$ cat config.mk
export PLATFORM = sky130hd
export DESIGN_NAME = ripple_carry_adder
export DESIGN_NICKNAME = d
export VERILOG_FILES = /design/src/rtl/ripple_carry_adder.sv
export SDC_FILE = /design/constraint.sdc
export NUM_CORES = 1
export LEC_CHECK = 0
export ABC_AREA = 1
export CELL_PAD_IN_SITES_DETAIL_PLACEMENT = 0
export CELL_PAD_IN_SITES_GLOBAL_PLACEMENT = 2
export CORE_MARGIN = 4
export CORE_UTILIZATION = 17
export CTS_CLUSTER_SIZE = 14
export DETAILED_ROUTE_END_ITERATION = 16
export PLACE_DENSITY_LB_ADDON = 0.1
export SETUP_SLACK_MARGIN = 0.2
export SYNTH_ARGS = -nofsm -noshare
export SYNTH_HDL_FRONTEND = slang
export SYNTH_SLANG_ARGS = --single-unit
$ cat constraint.sdc
create_clock -name clk -period 2.62 [get_ports clk]
set_input_delay 0.524 -clock clk [delete_from_list [all_inputs] [get_ports clk]]
set_output_delay 0.524 -clock clk [all_outputs]
set_load 0.005 [all_outputs]
$ cat src/rtl/ripple_carry_adder.sv
// 4-bit ripple-carry adder built from a chain of full-adder cells.
// Sum, carry-out and signed overflow are registered on the rising edge.

module full_adder_cell (
  input  logic a,
  input  logic b,
  input  logic ci,
  output logic s,
  output logic co
);

  logic p;

  assign p  = a ^ b;
  assign s  = p ^ ci;
  assign co = (a & b) | (ci & p);

endmodule

module ripple_carry_adder (
  input  logic clk,
  input  logic rst,
  input  logic A_1,
  input  logic A_2,
  input  logic A_3,
  input  logic A_4,
  input  logic B_1,
  input  logic B_2,
  input  logic B_3,
  input  logic B_4,
  input  logic Cin,
  output logic S_1,
  output logic S_2,
  output logic S_3,
  output logic S_4,
  output logic Cout,
  output logic Ovf
);

  logic [3:0] a;
  logic [3:0] b;
  logic [3:0] s;
  logic [4:0] c;

  assign a    = {A_4, A_3, A_2, A_1};
  assign b    = {B_4, B_3, B_2, B_1};
  assign c[0] = Cin;

  for (genvar i = 0; i < 4; i++) begin : g_cell
    full_adder_cell u_fa (
      .a  (a[i]),
      .b  (b[i]),
      .ci (c[i]),
      .s  (s[i]),
      .co (c[i+1])
    );
  end

  // Overflow: carry into the MSB differs from carry out of it
  always_ff @(posedge clk) begin
    if (rst) begin
      {S_4, S_3, S_2, S_1} <= 4'b0000;
      Cout                 <= 1'b0;
      Ovf                  <= 1'b0;
    end else begin
      {S_4, S_3, S_2, S_1} <= s;
      Cout                 <= c[4];
      Ovf                  <= c[3] ^ c[4];
    end
  end

endmodule

Yosys cells after proc, flatten, opt, wreduce, memory -nomap -nowiden
Index checks and enable logic that the tools add are counted.
{ "totals": {"word_cells": 27, "in_bits": 11, "reg_bits": 6} }
{ "classes": {"bitwise_logic": 21} }
{ "op_table": {"columns": ["cell", "n"], "rows": [
  ["XOR 1 bit", 9],
  ["bitwise AND 1 bit", 8],
  ["bitwise OR 1 bit", 4]
]} }

Depth between registers and ports, before layout
Gate-level depths: netlist of run 1.
{ "depth": {"ltp_word": 10, "ltp_mapped": 10, "ltp_nobuf": 10} }

Cells and area by module
Synthesis of run 1 repeated with hierarchy kept, for this count alone.
{ "hier_totals": {"hier_cells": 25, "area_unflattened_um2": 257.7} }
{ "by_module_without_submodules": {"columns": ["module", "seq_area_each_um2", "cells_each", "n_inst", "area_per_inst_um2"], "rows": [
  ["ripple_carry_adder", 120.1, 21, 1, 177.7],
  ["full_adder_cell", 0.0, 1, 4, 20.0]
]} }

Worst setup path after synthesis of run 1
Ideal clock, no wire load.
{ "synth_path": {"path_type": "in2reg", "startpoint": "input port A_1", "endpoint": "register S_4", "setup_time_ns": 0.064, "required_time_ns": 2.556, "slack_ns": 0.463, "cell_stages": 8, "n_path_buf": 0, "t_arrival_ns": 2.092, "path_cell_list": "fa_1 inv_1 fa_1 inv_1 fa_1 inv_1 fa_1 nor2_1"} }
{ "synth_between": {"elab_chain_cells": 8, "elab_cells_between_ends": 9} }
{ "synth_rtl": {"columns": ["item", "line", "source"], "rows": [
  ["start, declared", "23", "input logic A_1,"],
  ["XOR 1 bit", "14", "assign p = a ^ b;"],
  ["bitwise AND 1 bit", "16", "assign co = (a & b) | (ci & p);"],
  ["bitwise OR 1 bit *", "16", null],
  ["bitwise AND 1 bit *", "16", null],
  ["bitwise OR 1 bit *", "16", null],
  ["bitwise AND 1 bit *", "16", null],
  ["bitwise OR 1 bit *", "16", null],
  ["XOR 1 bit *", "15", "assign s = p ^ ci;"],
  ["end signal, assigned", "66", "{S_4, S_3, S_2, S_1} <= s;"],
  ["end, declared", "35", "output logic S_4,"]
]} }
Mark *: on every way between the ends. The rest lies on a longest branch, timed or not.
A chain may end at the register's enable or synchronous reset.

Worst setup path after layout of run 1
{ "layout_path": {"startpoint": "input port Cin", "endpoint": "register S_4"} }
{ "layout_between": {"elab_chain_cells": 7} }
{ "layout_rtl": {"columns": ["item", "line", "source"], "rows": [
  ["start, declared", "31", "input logic Cin,"],
  ["bitwise AND 1 bit", "16", null],
  ["bitwise OR 1 bit", "16", null],
  ["bitwise AND 1 bit", "16", null],
  ["bitwise OR 1 bit", "16", null],
  ["bitwise AND 1 bit", "16", null],
  ["bitwise OR 1 bit", "16", null],
  ["XOR 1 bit", "15", null]
]} }
Every way passes these cells.

==> summary.md, run 1 <==
| Metric | Value |
|---|---|
| Status | `finished, final reports clean` |
| Max-cap viol count | `0` |
| Vias per cell | `3.52` |
| Nature of the critical path endpoint | `register` |
| Root Driver | `clkbuf_4` |
| Post-cts hold buffer count | `0` |
| Tcrit/Tclk final | `~88%` |
| Detailed Place HPWL | `a little under 500 um` |
| Final Util | `approximately a third` |
| Fin area | `a little under 500 um^2` |
| Core Region | `0.00151 mm^2` |
| Initial core utilization | `18.0%` |
| Chip Height | `48.0 um` |
| #FFs+latches synth | `6` |
| Net total in the final layout | `67` |
| DIE AREA | `0.00230 mm^2` |
| Crit Path Class | `in -> reg` |
| Share of layout cells above drive strength 1 | `16.0%` |
| # rows | `14` |
| Pins over their slew limit | `0` |
| CP Launch Point | `Cin` |
| Mapped Area | `272 um^2` |
| Ant. Diodes | `0` |
| Crit path DAT | `2.47 ns` |
| Placed Instance Area | `459 um^2` |
| Peak supply drop | `around 130 uV` |
| Worst-path clk slew | `roughly 0.04 ns` |
| Pleak | `between 0.2 and 0.3 nW` |
| Die W | `48.0 um` |
| Initial antenna violation count | `0` |
| Final setup vio count | `0` |
| Min Hold Slack | `0.701 ns` |
| Tot GR Track Use | `under 10%` |
| # fillers | `approximately 160` |
| WL per Instance | `approximately 7.8 um` |
| Placed cell count | `62` |
| Longest Clk Path Bufs | `2` |
| Drc violations | `0` |
| Yosys cell types | `6` |
| Num CTS Buffers | `3` |
| CP max FO | `2` |
| Vias | `232` |
| Most common cell after layout, fill and taps aside | `clkdlybuf4s50_1` |
| Ports | `17` |
| Most frequent cells in the layout | `clkdlybuf4s50_1, inv_1, nor2_1, dfxtp_1` |
| FMAX | `0.435 GHz` |
| Clk sink count | `6` |
| Syn_area_per_cell | `roughly 9.4 um^2` |
| Port Buf Inserts | `16` |
| Slew headroom | `85.9%` |
| RSZ-0062 raised after global routing | `no` |
| Final Non-Filler Cells | `66` |
| Final Hold Vio Count | `0` |
| Post-Syn Nets | `44` |
| 1st-iter DRT viols | `10` |
| Htree depth | `1` |
| First-pass GRT wire length | `between 700 and 800 um` |
| PwrDens | `507 mW/mm^2` |
| Setup TNS | `0 ns` |
| Tot Pwr | `roughly 0.25 mW` |
| Iteration count of the initial detailed-routing pass | `2` |
| Remaining Overflow, GRT | `0` |
| Fin crit period | `~2.3 ns` |
| Final worst slack | `0.319 ns` |
| Least-Margin Pin Slew | `0.210 ns` |
| Cell count after synthesis | `29` |
| Antenna-violating nets left | `0` |
| Req. time, crit path | `2.79 ns` |
| DP Worst Slack | `-0.0514 ns` |
| Area Growth Syn to Fin | `82.9%` |
| Ys Warns | `0` |
| Global placement routability congestion | `0.615` |
| Hold Crit Start | `B_1` |
| Sequential-to-total area share from yosys stat | `44.2%` |
| Vias in the first global route | `199` |
| Pin count of the biggest net entering global routing | `7` |
| TritonCTS clock tree | `done` |
| Routed WL | `518 um` |
| Min-delay worst type | `in -> reg` |
| Startpoint Class | `input port` |
-- cells in the mapped netlist --
cell	n	area (um^2)
fa_1	4	80.1
nor2_1	7	26.3
inv_2	1	3.75
dfxtp_1	6	120
nand2_1	2	7.51
inv_1	9	33.8
-- cell families (layout without fill, tap and decap cells) --
kind of cell / count (synthesis) / after routing / share of synthesized area (%)
buffers and inverters: 10 / 31 / 13.8
AND/OR/NAND/NOR: 9 / 9 / 12.4
flip-flops: 6 / 6 / 44.2
adder cells (fa/ha/maj): 4 / 4 / 29.5
-- final cells by class --
cell class | count | area (um^2) | area share [%]
timing repair buffer | 18 | 180 | 36.3
sequential | 6 | 120 | 24.2
multi-input combinational | 13 | 116 | 23.4
inverter | 10 | 37.5 | 7.56
clock buffer | 3 | 22.5 | 4.53
tap | 16 | 20.0 | 4.03
-- power breakdown --
| group | internal [mW] | switching [mW] |
|---|---|---|
| combinational | 0.0431 | 0.0236 |
| sequential | 0.102 | 0.00251 |
| clock | 0.0515 | 0.0291 |
-- path summary, 6_finish.rpt --
path              cells after the start  slack [ns]  end
hold / removal                        4        0.70  S_1
setup / recovery                      9        0.32  S_4
-- state kept, by name, summed over array words and instances (netlist names) --
register,count
Cout,1
S_4,1
S_3,1
S_2,1
S_1,1
Ovf,1
-- metal layers --
metal / vias up / global-route usage (%) / routed length, um
met4: 0 / 6.45 / 0
met1: 101 / 5.15 / 182
li1: 120 / - / -
met3: 0 / 2.26 / 69
met2: 11 / 7.39 / 266
met5: - / 0 / 0
-- worst max-delay path: stages --
cell	delay [ns]
clkdlybuf4s50_1	0.41
fa_1	0.36
inv_1	0.07
fa_1	0.15
inv_1	0.05
fa_2	0.33
inv_2	0.07
fa_1	0.40
nor2_1	0.11
-- repair_timing --
action                     CTS  global route
gates resized for setup      1             3
pin swaps                    0             1
setup endpoints to repair    1             2
setup buffers                0             1
gates cloned                 0             0
Power figures use the tool's default switching activity.
==> inputs of run 2 (changes only) <==
- MAX_ROUTING_LAYER: not set -> met4
==> results of run 2 <==
Final layout, timing and power as in run 1 (identical DEF).
Among the figures that moved: final weighted congestion in routability-driven placement 0.615 -> 0.619; overall routing resource usage 5.24% -> 5.40%
